===== config.mk =====
export PLATFORM = sky130hd
export DESIGN_NAME = pipe_exe_ctrl
export DESIGN_NICKNAME = d
export VERILOG_FILES = /design/src/rtl/pipe_exe_ctrl_pkg.sv /design/src/rtl/pipe_fwd_sel.sv /design/src/rtl/pipe_exe_ctrl.sv
export SDC_FILE = /design/constraint.sdc
export NUM_CORES = 1
export LEC_CHECK = 0
export CAP_MARGIN = 10
export CORE_MARGIN = 2
export CORE_UTILIZATION = 38
export CTS_CLUSTER_DIAMETER = 100
export DETAILED_ROUTE_END_ITERATION = 10
export GPL_ROUTABILITY_DRIVEN = 0
export PLACE_DENSITY_LB_ADDON = 0.2
export SETUP_SLACK_MARGIN = 0.5
export SLEW_MARGIN = 20
export SYNTH_ARGS = -nofsm -noshare
export SYNTH_HDL_FRONTEND = slang
export SYNTH_SLANG_ARGS = --single-unit
export TNS_END_PERCENT = 5

===== constraint.sdc =====
create_clock -name clock -period 1.9 [get_ports clock]
set_input_delay 0.19 -clock clock [delete_from_list [all_inputs] [get_ports clock]]
set_output_delay 0.19 -clock clock [all_outputs]
set_load 0.03 [all_outputs]

===== src/rtl/pipe_exe_ctrl_pkg.sv =====
// Shared encodings for the execute-stage pipeline controller:
// operand forwarding selects and the multi-cycle FSM state.
package pipe_exe_ctrl_pkg;

   localparam logic [1:0] FWD_REG  = 2'b00;  // operand from register file
   localparam logic [1:0] FWD_EALU = 2'b01;  // operand from E-stage ALU result
   localparam logic [1:0] FWD_MALU = 2'b10;  // operand from M-stage ALU result
   localparam logic [1:0] FWD_MMEM = 2'b11;  // operand from M-stage memory data

   typedef enum logic {
      ST_IDLE = 1'b0,
      ST_BUSY = 1'b1
   } state_t;

endpackage


===== src/rtl/pipe_fwd_sel.sv =====
// Forwarding select for one ID-stage source operand. The youngest producer
// (E stage) wins over M; register 0 is never forwarded. An E-stage load
// cannot be forwarded here because its data is not yet available, so the
// load-use stall in the top covers that case.
module pipe_fwd_sel
   import pipe_exe_ctrl_pkg::*;
(
   input  logic [4:0] src,
   input  logic       uses,
   input  logic [4:0] ern,
   input  logic       ewreg,
   input  logic       em2reg,
   input  logic [4:0] mrn,
   input  logic       mwreg,
   input  logic       mm2reg,
   output logic [1:0] fwd
);

   logic ehit;
   logic mhit;

   assign ehit = uses && ewreg && (ern != 5'd0) && (ern == src);
   assign mhit = uses && mwreg && (mrn != 5'd0) && (mrn == src);

   // Priority select: E ALU, then M ALU / M memory, else register file
   always_comb begin
      fwd = FWD_REG;
      if (ehit && !em2reg) begin
         fwd = FWD_EALU;
      end else if (mhit) begin
         fwd = mm2reg ? FWD_MMEM : FWD_MALU;
      end
   end

endmodule


===== src/rtl/pipe_exe_ctrl.sv =====
// Execute-stage pipeline controller: operand forwarding, load-use stall
// and the freeze sequencing for multi-cycle ALU ops that occupy E for
// MULT_LAT cycles.
module pipe_exe_ctrl
   import pipe_exe_ctrl_pkg::*;
#(
   parameter int MULT_LAT = 4
)(
   input  logic       clock,
   input  logic       reset,
   input  logic [4:0] rs,
   input  logic [4:0] rt,
   input  logic       usert,
   input  logic       dmulti,
   input  logic [4:0] ern,
   input  logic       ewreg,
   input  logic       em2reg,
   input  logic [4:0] mrn,
   input  logic       mwreg,
   input  logic       mm2reg,
   input  logic       eflush,
   output logic [1:0] fwda,
   output logic [1:0] fwdb,
   output logic       wpcir,
   output logic       dbubble,
   output logic       efreeze,
   output logic       edone
);

   // The op's last cycle runs unfrozen in IDLE, so BUSY lasts MULT_LAT-1 cycles
   localparam logic [3:0] CNT_INIT = 4'(MULT_LAT - 1);
   localparam bit         MULTI_EN = (MULT_LAT > 1);

   state_t     state;
   logic [3:0] cnt;
   logic       lu;
   logic [1:0] fwda_raw;
   logic [1:0] fwdb_raw;

   pipe_fwd_sel u_fwda (
      .src    (rs),
      .uses   (1'b1),
      .ern    (ern),
      .ewreg  (ewreg),
      .em2reg (em2reg),
      .mrn    (mrn),
      .mwreg  (mwreg),
      .mm2reg (mm2reg),
      .fwd    (fwda_raw)
   );

   pipe_fwd_sel u_fwdb (
      .src    (rt),
      .uses   (usert),
      .ern    (ern),
      .ewreg  (ewreg),
      .em2reg (em2reg),
      .mrn    (mrn),
      .mwreg  (mwreg),
      .mm2reg (mm2reg),
      .fwd    (fwdb_raw)
   );

   assign lu = ewreg && em2reg && (ern != 5'd0) &&
               ((ern == rs) || (usert && (ern == rt)));

   // Multi-cycle sequencer: a pending load-use stall defers entry into BUSY
   always_ff @(posedge clock or posedge reset) begin
      if (reset) begin
         state <= ST_IDLE;
         cnt   <= 4'd0;
      end else begin
         case (state)
            ST_IDLE: begin
               if (dmulti && !lu && MULTI_EN) begin
                  state <= ST_BUSY;
                  cnt   <= CNT_INIT;
               end
            end
            ST_BUSY: begin
               if (eflush || (cnt == 4'd1)) begin
                  state <= ST_IDLE;
                  cnt   <= 4'd0;
               end else begin
                  cnt <= cnt - 4'd1;
               end
            end
         endcase
      end
   end

   // Control outputs; reset forces the safe free-running values immediately
   always_comb begin
      fwda    = FWD_REG;
      fwdb    = FWD_REG;
      wpcir   = 1'b1;
      dbubble = 1'b0;
      efreeze = 1'b0;
      edone   = 1'b0;
      if (!reset) begin
         fwda = fwda_raw;
         fwdb = fwdb_raw;
         if (state == ST_BUSY) begin
            wpcir   = 1'b0;
            efreeze = !eflush;
            edone   = !eflush && (cnt == 4'd1);
         end else begin
            wpcir   = !lu;
            dbubble = lu;
         end
      end
   end

endmodule


==> impl_metrics.json <==
{
  "layout.nets": 185,
  "layout-drive-gt1-share": 0.431,
  "slew_headroom": 0.802,
  "synth_nets": 112,
  "die_height_um": 45.8,
  "yosysWarnings": 0,
  "die_w_um": 45.8,
  "synth-edff-count": 0,
  "worstPathArrival_ns": 1.58,
  "rsz0062_at_grt": "true",
  "path_class": "input pin to output port",
  "reg2reg_depth": 7,
  "hold_path.class": "flip-flop to flip-flop",
  "synthDistinctLibCells": 29,
  "min_from": "cnt[3]",
  "worstPathCellList": "buf_6, or4_1, o211ai_1, nor4_2, buf_4, nand2_2, o41ai_2, buf_4",
  "area_growth_pct": 107,
  "p_leak_nw": 0.645,
  "avgSynthCellArea_um2": 8.19,
  "async_flop_share": 1.00,
  "timing.rr.end": "cnt[0]",
  "syn_inst": 81,
  "grt_usage": 0.269,
  "grt_max_degree": 9,
  "diodes": 0,
  "cp_slowest_cell": "or4_1",
  "numCtsBuffers": 3,
  "ir_drop_mv": 0.414,
  "synth_most_common_cell": "xnor2_1",
  "max_freq_ghz": 0.565,
  "synth_top_area_share": 0.189,
  "num_io_pins": 37,
  "min_to": "cnt[3]",
  "outcome": "completed",
  "hold_depth": 2,
  "synth-main-ff-cell": "dfrtp_1",
  "clock_latency_ns": 0.24,
  "cts_buffer_depth": 2,
  "post-route-drc-count": 0,
  "drv_cap": 0,
  "endpoint_kind": "output port",
  "cp_common_cell": "buf_4",
  "firstDrtPassIters": 4,
  "ys_ff_latch": 5,
  "critPathMaxStageDelay_ns": 0.50,
  "synthTopCellsByCount": "xnor2_1 (11), xor2_1 (10), dfrtp_1 (5), nor3_1 (5)",
  "cts_tree": "built",
  "syn_area_um2": 663,
  "grt-ovfl-total": 0,
  "cts_root_buf": "clkbuf_4",
  "ff2ff_setup_slack_ns": 0.26,
  "setup_tns_ns": 0,
  "post-route-period-util": 0.932,
  "start_util": 0.393,
  "placed_area_um2": 1260,
  "required_ns": 1.71,
  "dp_hpwl_um": 1910,
  "crit_fanout": 2,
  "finalMaxSlewViolations": 0,
  "clk_pin_slew_ns": 0.05,
  "rows": 15,
  "setup_viol": 0,
  "grt_pass1_wl_um": 3990,
  "die-area_um2": 2100,
  "wl_per_cell_um": 15.4,
  "ys_seq_area_frac": 0.189,
  "synth_area_leaders": "dfrtp_1 (19%), xnor2_1 (15%), xor2_1 (13%), o41ai_1 (4.0%), ha_1 (3.8%)",
  "final_area_um2": 1370,
  "htree_levels": 1,
  "numPortBuffers": 36,
  "worst_slew_pin_slew_ns": 0.298,
  "grt_pass1_vias": 889,
  "drt_wl_total_um": 2620,
  "min_period_ns": 1.77,
  "vias_per_cell": 5.44,
  "first_iter_violations": 18,
  "core_region_area_um2": 1690,
  "clock-sinks": 5,
  "r2r-start": "cnt[1]",
  "grt_antenna_before_repair": 0,
  "finalHoldViolCount": 0,
  "final_antenna_net_count": 0,
  "startpoint_type": "input pin",
  "power_density_nw_per_um2": 637,
  "yosys.area.top_type": "dfrtp_1",
  "num_vias": 925,
  "clock_skew_ns": 0.00506
}
-- cell type report --
| cell class | count | area, um^2 |
|---|---|---|
| clock buffer | 4 | 26.3 |
| fill | 104 | 319 |
| inverter | 4 | 15.0 |
| timing repair buffer | 69 | 593 |
| sequential | 5 | 125 |
| tap | 17 | 21.3 |
| multi-input combinational | 71 | 589 |
-- worst max path at each step --
stage                      start      end  slack [ns]  depth (start not counted)
after floorplan           ern[1]    wpcir        0.16                          4
after global placement    mrn[0]  fwda[0]       -0.19                          8
after detailed placement  mrn[0]  fwda[0]       -0.20                          8
after CTS                 mrn[4]  fwdb[0]        0.15                          8
after global routing      ern[3]  dbubble        0.06                          8
final                     mrn[0]  fwda[0]        0.13                          8
-- metrics by stage --
stage	std cells	total power [mW]	setup slack [ns]	utilization	hold WS, ns
floorplan	81	0.481	0.158	-	-0.00771
global placement	161	0.691	-0.186	0.746	0.555
finish	170	0.872	0.130	0.811	0.587
CTS	168	0.852	0.146	0.794	0.289
global route	170	0.928	0.0603	0.811	0.612
detailed placement	161	0.712	-0.200	0.746	0.542
-- worst max-delay path, delay by kind of cell --
kind,cells,cell delay [ns]
buffers and inverters,3,0.41
AND/OR/NAND/NOR,3,0.65
AO/OA/AOI/OAI,2,0.31
-- report_power, final --
part	internal (mW)	switching (mW)	total [mW]	leakage, nW
registers	0.153	0.0444	0.197	0.0624
logic	0.265	0.286	0.551	0.567
clock network	0.0795	0.0444	0.124	0.0150
total	0.498	0.375	0.872	0.645
-- per-layer routing --
layer | routed length, um | track usage
met1 | 1100 | 0.334
met5 | 0 | 0
met3 | 96 | 0.0317
met2 | 1420 | 0.496
met4 | 7 | 0.0514
-- what timing repair did --
item / in CTS / in global routing
setup buffers: 3 / 1
hold endpoints to repair: 0 / 5
endpoints found under the setup margin: 13 / 13
resized for setup: 60 / 6
hold buffers: 0 / 1
pin swaps: 14 / 3
-- flip-flops by register name (all words and copies together) (netlist names) --
signal / flops
cnt: 4
state: 1
-- layout by cell type, fill, tap and decap left out, drive strengths merged, types with 3 or more instances in the layout --
cell / instances
dlygate4sd2: 8
xor2: 10
clkdlybuf4s50: 7
xnor2: 11
buf: 45
inv: 4
nand2: 4
o21ai: 3
nor2: 4
nand3: 3
and2: 3
nor3: 5
clkbuf: 4
o41ai: 3
nor4: 3
clkdlybuf4s15: 6
dfrtp: 5
-- kinds of logic (layout without fill, tap and decap cells) --
group | count (synthesis) | after routing | synth area share
buffers and inverters | 5 | 77 | 0.0396
DFF | 5 | 5 | 0.189
AOI/OAI and AO/OA | 19 | 19 | 0.213
adders and majority gates | 2 | 2 | 0.0377
and+or+nand+nor | 29 | 29 | 0.243
xor gates and xnor gates | 21 | 21 | 0.277
(Power assumes the default switching activity.)
